### config.mk
export PLATFORM = sky130hd
export DESIGN_NAME = serv_bufreg_seq
export DESIGN_NICKNAME = d
export VERILOG_FILES = /design/src/rtl/serv_bufreg_seq.sv
export SDC_FILE = /design/constraint.sdc
export NUM_CORES = 1
export LEC_CHECK = 0
export ABC_AREA = 1
export BUFFER_PORTS_ARGS = -buffer_cell sky130_fd_sc_hd__buf_4
export CORE_MARGIN = 3
export CORE_UTILIZATION = 40
export DETAILED_ROUTE_END_ITERATION = 8
export REMOVE_ABC_BUFFERS = 1
export SLEW_MARGIN = 10
export SYNTH_ARGS = -nofsm -noshare
export SYNTH_HDL_FRONTEND = slang
export SYNTH_SLANG_ARGS = --single-unit
### constraint.sdc
create_clock -name i_clk -period 2.2 [get_ports i_clk]
set_clock_uncertainty 0.2 [all_clocks]
set_input_delay 0.11 -clock i_clk [delete_from_list [all_inputs] [get_ports i_clk]]
set_output_delay 0.11 -clock i_clk [all_outputs]
set_load 0.05 [all_outputs]
### src/rtl/serv_bufreg_seq.sv
// Buffer-register sequencer: init strobes, alignment check,
// then a data-bus cycle or a serial shift phase.
module serv_bufreg_seq #(
  parameter int ALIGN_CHK = 1,
  parameter int SHIFT_EN  = 1
) (
  input  logic       i_clk,
  input  logic       i_rst_n,
  input  logic       i_start,
  input  logic [1:0] i_op,
  input  logic [1:0] i_size,
  input  logic [4:0] i_shamt,
  input  logic [1:0] i_lsb,
  input  logic       i_dbus_ack,
  output logic       o_busy,
  output logic       o_en,
  output logic       o_init,
  output logic       o_cnt0,
  output logic       o_cnt1,
  output logic       o_dbus_cyc,
  output logic       o_done,
  output logic       o_misalign,
  output logic [4:0] o_cnt
);

  typedef enum logic [2:0] {
    S_IDLE,
    S_INIT,
    S_CHECK,
    S_BUS,
    S_SHIFT,
    S_DONE
  } state_t;

  state_t     state_q, state_d;
  logic [4:0] cnt_q, cnt_d;
  logic [1:0] op_q, op_d;
  logic [1:0] size_q, size_d;
  logic [4:0] shamt_q, shamt_d;
  logic       mis_q, mis_d;
  logic       misal;

  assign misal = ((size_q == 2'b01) & i_lsb[0])
               | (size_q[1] & (|i_lsb));

  // State, counter and latched operation registers
  always_ff @(posedge i_clk or negedge i_rst_n) begin
    if (!i_rst_n) begin
      state_q <= S_IDLE;
      cnt_q   <= 5'd0;
      op_q    <= 2'b00;
      size_q  <= 2'b00;
      shamt_q <= 5'd0;
      mis_q   <= 1'b0;
    end else begin
      state_q <= state_d;
      cnt_q   <= cnt_d;
      op_q    <= op_d;
      size_q  <= size_d;
      shamt_q <= shamt_d;
      mis_q   <= mis_d;
    end
  end

  // Next-state and counter sequencing
  always_comb begin
    state_d = state_q;
    cnt_d   = cnt_q;
    op_d    = op_q;
    size_d  = size_q;
    shamt_d = shamt_q;
    mis_d   = mis_q;
    unique case (state_q)
      S_IDLE: begin
        if (i_start) begin
          state_d = S_INIT;
          cnt_d   = 5'd0;
          op_d    = i_op;
          size_d  = i_size;
          shamt_d = i_shamt;
          mis_d   = 1'b0;
        end
      end
      S_INIT: begin
        cnt_d = cnt_q + 5'd1;
        if (cnt_q == 5'd31) begin
          state_d = S_CHECK;
        end
      end
      S_CHECK: begin
        cnt_d = 5'd0;
        if (!op_q[1]) begin
          if ((ALIGN_CHK != 0) && misal) begin
            state_d = S_DONE;
            mis_d   = 1'b1;
          end else begin
            state_d = S_BUS;
          end
        end else if ((op_q == 2'b10) && (SHIFT_EN != 0)
                     && (shamt_q != 5'd0)) begin
          state_d = S_SHIFT;
        end else begin
          state_d = S_DONE;
        end
      end
      S_BUS: begin
        if (i_dbus_ack) begin
          state_d = S_DONE;
        end
      end
      S_SHIFT: begin
        if (cnt_q == shamt_q - 5'd1) begin
          state_d = S_DONE;
          cnt_d   = 5'd0;
        end else begin
          cnt_d = cnt_q + 5'd1;
        end
      end
      S_DONE: begin
        state_d = S_IDLE;
      end
      default: begin
        state_d = S_IDLE;
        cnt_d   = 5'd0;
      end
    endcase
  end

  // Strobes decoded from the current state
  always_comb begin
    o_busy     = 1'b1;
    o_en       = 1'b0;
    o_init     = 1'b0;
    o_cnt0     = 1'b0;
    o_cnt1     = 1'b0;
    o_dbus_cyc = 1'b0;
    o_done     = 1'b0;
    o_misalign = 1'b0;
    o_cnt      = cnt_q;
    unique case (state_q)
      S_IDLE: o_busy = 1'b0;
      S_INIT: begin
        o_en   = 1'b1;
        o_init = 1'b1;
        o_cnt0 = (cnt_q == 5'd0);
        o_cnt1 = (cnt_q == 5'd1);
      end
      S_CHECK: o_busy = 1'b1;
      S_BUS:   o_dbus_cyc = 1'b1;
      S_SHIFT: o_en = 1'b1;
      S_DONE: begin
        o_done     = 1'b1;
        o_misalign = mis_q;
      end
      default: o_busy = 1'b1;
    endcase
  end

endmodule

==> results_dict.tcl <==
set metrics [dict create \
    antenna_violations_before_repair 0 \
    timing.critical_path.buf_inv 2 \
    firstDrtPassIters 4 \
    pwr_density_cell_nw_per_um2 1370 \
    worst-endpoint-required_ns 1.89 \
    gr-usage-met3_pct 2.55 \
    met2_global_route_usage_pct 28.1 \
    detail-route-antenna-nets 0 \
    timing.final.crit_share_pct 87.4 \
    worst-slew-pin-transition_ns 0.416 \
    hold_viol 0 \
    max_freq_mhz 520 \
    cpLargestDelayFamily "flip-flops" \
    synthDistinctLibCells 22 \
    critical_path.startpoint "o_cnt[0]" \
    cap_viol_max_count 0 \
    clock_tree_from_tritoncts "yes" \
    power.static_leakage_uw 0.000841 \
    timing.setup.tns_ns 0 \
    worst_slack_at_placement_ns 0.449 \
    syn_area_sq_um 1200 \
    synth.ff_latch_count 18 \
    die-area_sq_um 3700 \
    numCtsBuffers 3 \
    ys.warnings.count 0 \
    fin_nets 231 \
    timing.hold.worst.class "in2async" \
    drc 0 \
    dp_hpwl_microns 2080 \
    ctsHtreeMaxLevel 1 \
    crit_cells 5 \
    routed_wl_microns 2680 \
    worst-setup-path-type "reg2out" \
    grt_max_degree 19 \
    cts_resized 0 \
    postLayoutCellArea_sq_um 1570 \
    timing.critical_path.cells "inv_1 -> ha_1 -> nand3_1 -> nor3_1 -> buf_4" \
    use_met1_pct 21.7 \
    worstReg2RegEnd "state_q[0]" \
    crit_path_largest_cell_delay_ns 0.47 \
    crit_path_start_kind "flip-flop" \
    num_rows 19 \
    max_slew_margin_pct 72.0 \
    critPathSlowestCell "sky130_fd_sc_hd__dfrtp_1" \
    holdBufCountCts 11 \
    reg2reg_setup_slack_ns 0.43 \
    pin_count 28 \
    synthesized_area_divided_by_synthesized_cell_count_sq_um 7.16 \
    detailed_place.area_sq_um 1440 \
    critical_path.max_fanout 7 \
    ys_seq_area_share_pct 37.4 \
    irDropWorstVdd_mv 0.586 \
    core_occupancy_in_the_finished_layout_pct 56.1 \
    clock_tree.buffer_depth 2 \
    crit_end "o_cnt0" \
    run_status "finished clean" \
    synthesis.instances 168 \
    numClockSinks 18 \
    routedWlPerCell_microns 11.2 \
    cp.arrival_ns 1.61 \
    postCtsSetupRepairBufs 0 \
    ff2ff_path_depth 9 \
    overflow 0 \
    rsz0062_at_grt "no" \
    via_count_of_the_first_global_routing_pass 1081 \
    grt_first_pass_wirelength_microns 4610 \
    globalRoute.busiestLayer "met2" \
    clock_latency_at_the_later_pin_of_the_worst_skew_pair_ns 0.29 \
    period_needed_ns 1.92 \
    antenna_cells_inserted 0 \
    crit-reg2reg-launch "shamt_q[0]" \
    die_height_microns 60.9 \
    drive_above_1_share_pct 22.5 \
    global_route.usage.total_pct 16.7 \
    drt_iter0_drc 40 \
    placement.io_buffers 27 \
    design.core.area_sq_um 2810 \
    number_of_endpoints_failing_setup_at_the_final_stage 0 \
    area_delta_synth_final_pct 30.8 \
    critPathCaptureType "primary output" \
    die_wd_microns 60.9 \
    clockRootBuffer "sky130_fd_sc_hd__clkbuf_4" \
    initial_core_util_pct 42.9 \
    gp_routability_congestion 0.750 \
    via_per_inst 4.88 \
    routed-via-count 1171 \
    worst_setup_hold_path_clk_slew_ns 0.11 \
    slew_viol_final 0 \
    finalWorstSetupSlack_ns 0.277 \
]
[kinds of logic (layout without fill, tap and decap cells)]
group                    count (synthesis)  in the layout  share of synthesized area (%)
XOR/XNOR                                 4              4                           2.91
adder cells (fa/ha/maj)                  5              5                           5.20
buffers and inverters                   28             69                           9.56
AO/OA/AOI/OAI                           11             11                           5.09
flip-flops                              18             18                           37.4
AND/OR/NAND/NOR                        102            102                           39.8
[stage by stage]
stage	cells	power, uW	hold slack [ns]
finish	240	2160	0.0210
global route	240	2370	0.0291
CTS	240	2190	0.00864
detailed placement	226	2000	-0.202
global placement	226	1970	-0.206
floorplan	167	1640	-0.386
[worst register-to-register path, delay by kind of cell (launching register included)]
| kind | cells | cell delay (ns) |
|---|---|---|
| xor gates and xnor gates | 1 | 0.16 |
| DFF | 1 | 0.37 |
| buffers and inverters | 1 | 0.08 |
| adders and majority gates | 1 | 0.30 |
| and+or+nand+nor | 6 | 0.63 |
[power by group]
group | leakage [uW] | switching (uW) | internal [uW]
sequential | 0.000230 | 137 | 466
clock | 0.0000138 | 99.9 | 63.6
combinational | 0.000597 | 923 | 473
[metal layers]
| layer | vias up | wire (microns) |
|---|---|---|
| li1 | 609 | - |
| met1 | 542 | 1220 |
| met2 | 18 | 1330 |
| met3 | 2 | 115 |
| met4 | 0 | 13 |
| met5 | - | 0 |
[flip-flops by register name (all words and copies together) (netlist names)]
signal	count
state_q	3
o_cnt	5
shamt_q	5
size_q	2
op_q	2
mis_q	1
[cell usage in the layout, fill, tap and decap left out, drive strengths merged]
master	synthesis	layout
a21boi	1	1
a21oi	3	3
buf	1	28
clkbuf	0	3
dfrtp	18	18
dlygate4sd3	0	11
ha	5	5
inv	27	27
nand2	57	57
nand3	26	26
nand3b	1	1
nor2	14	14
nor3	3	3
nor3b	1	1
o21ai	7	7
xnor2	1	1
xor2	3	3
[worst min-delay path by stage]
| stage | end | depth (start not counted) |
|---|---|---|
| after global routing | o_cnt[0] | 2 |
| after floorplan | mis_q | 0 |
| after CTS | state_q[1] | 2 |
| after detailed placement | size_q[1] | 1 |
| final | o_cnt[0] | 2 |
| after global placement | size_q[1] | 1 |
[cells in the mapped netlist (all sizes together)]
cell	n	share of area [%]
a21boi	1	0.94
a21oi	3	1.2
buf	1	0.94
dfrtp	18	37
ha	5	5.2
inv	27	8.6
nand2	57	18
nand3	26	12
nand3b	1	0.62
nor2	14	6.4
nor3	3	1.2
nor3b	1	1.0
o21ai	7	2.9
xnor2	1	0.73
xor2	3	2.2
[area by class of cell]
class | count | area (sq um)
Sequential cell | 18 | 450
Tap cell | 31 | 38.8
Timing Repair Buffer | 39 | 320
Fill cell | 303 | 1230
Clock buffer | 3 | 22.5
Multi-Input combinational cell | 122 | 638
Inverter | 27 | 104
Note: power is estimated with default switching activity, not from simulation.
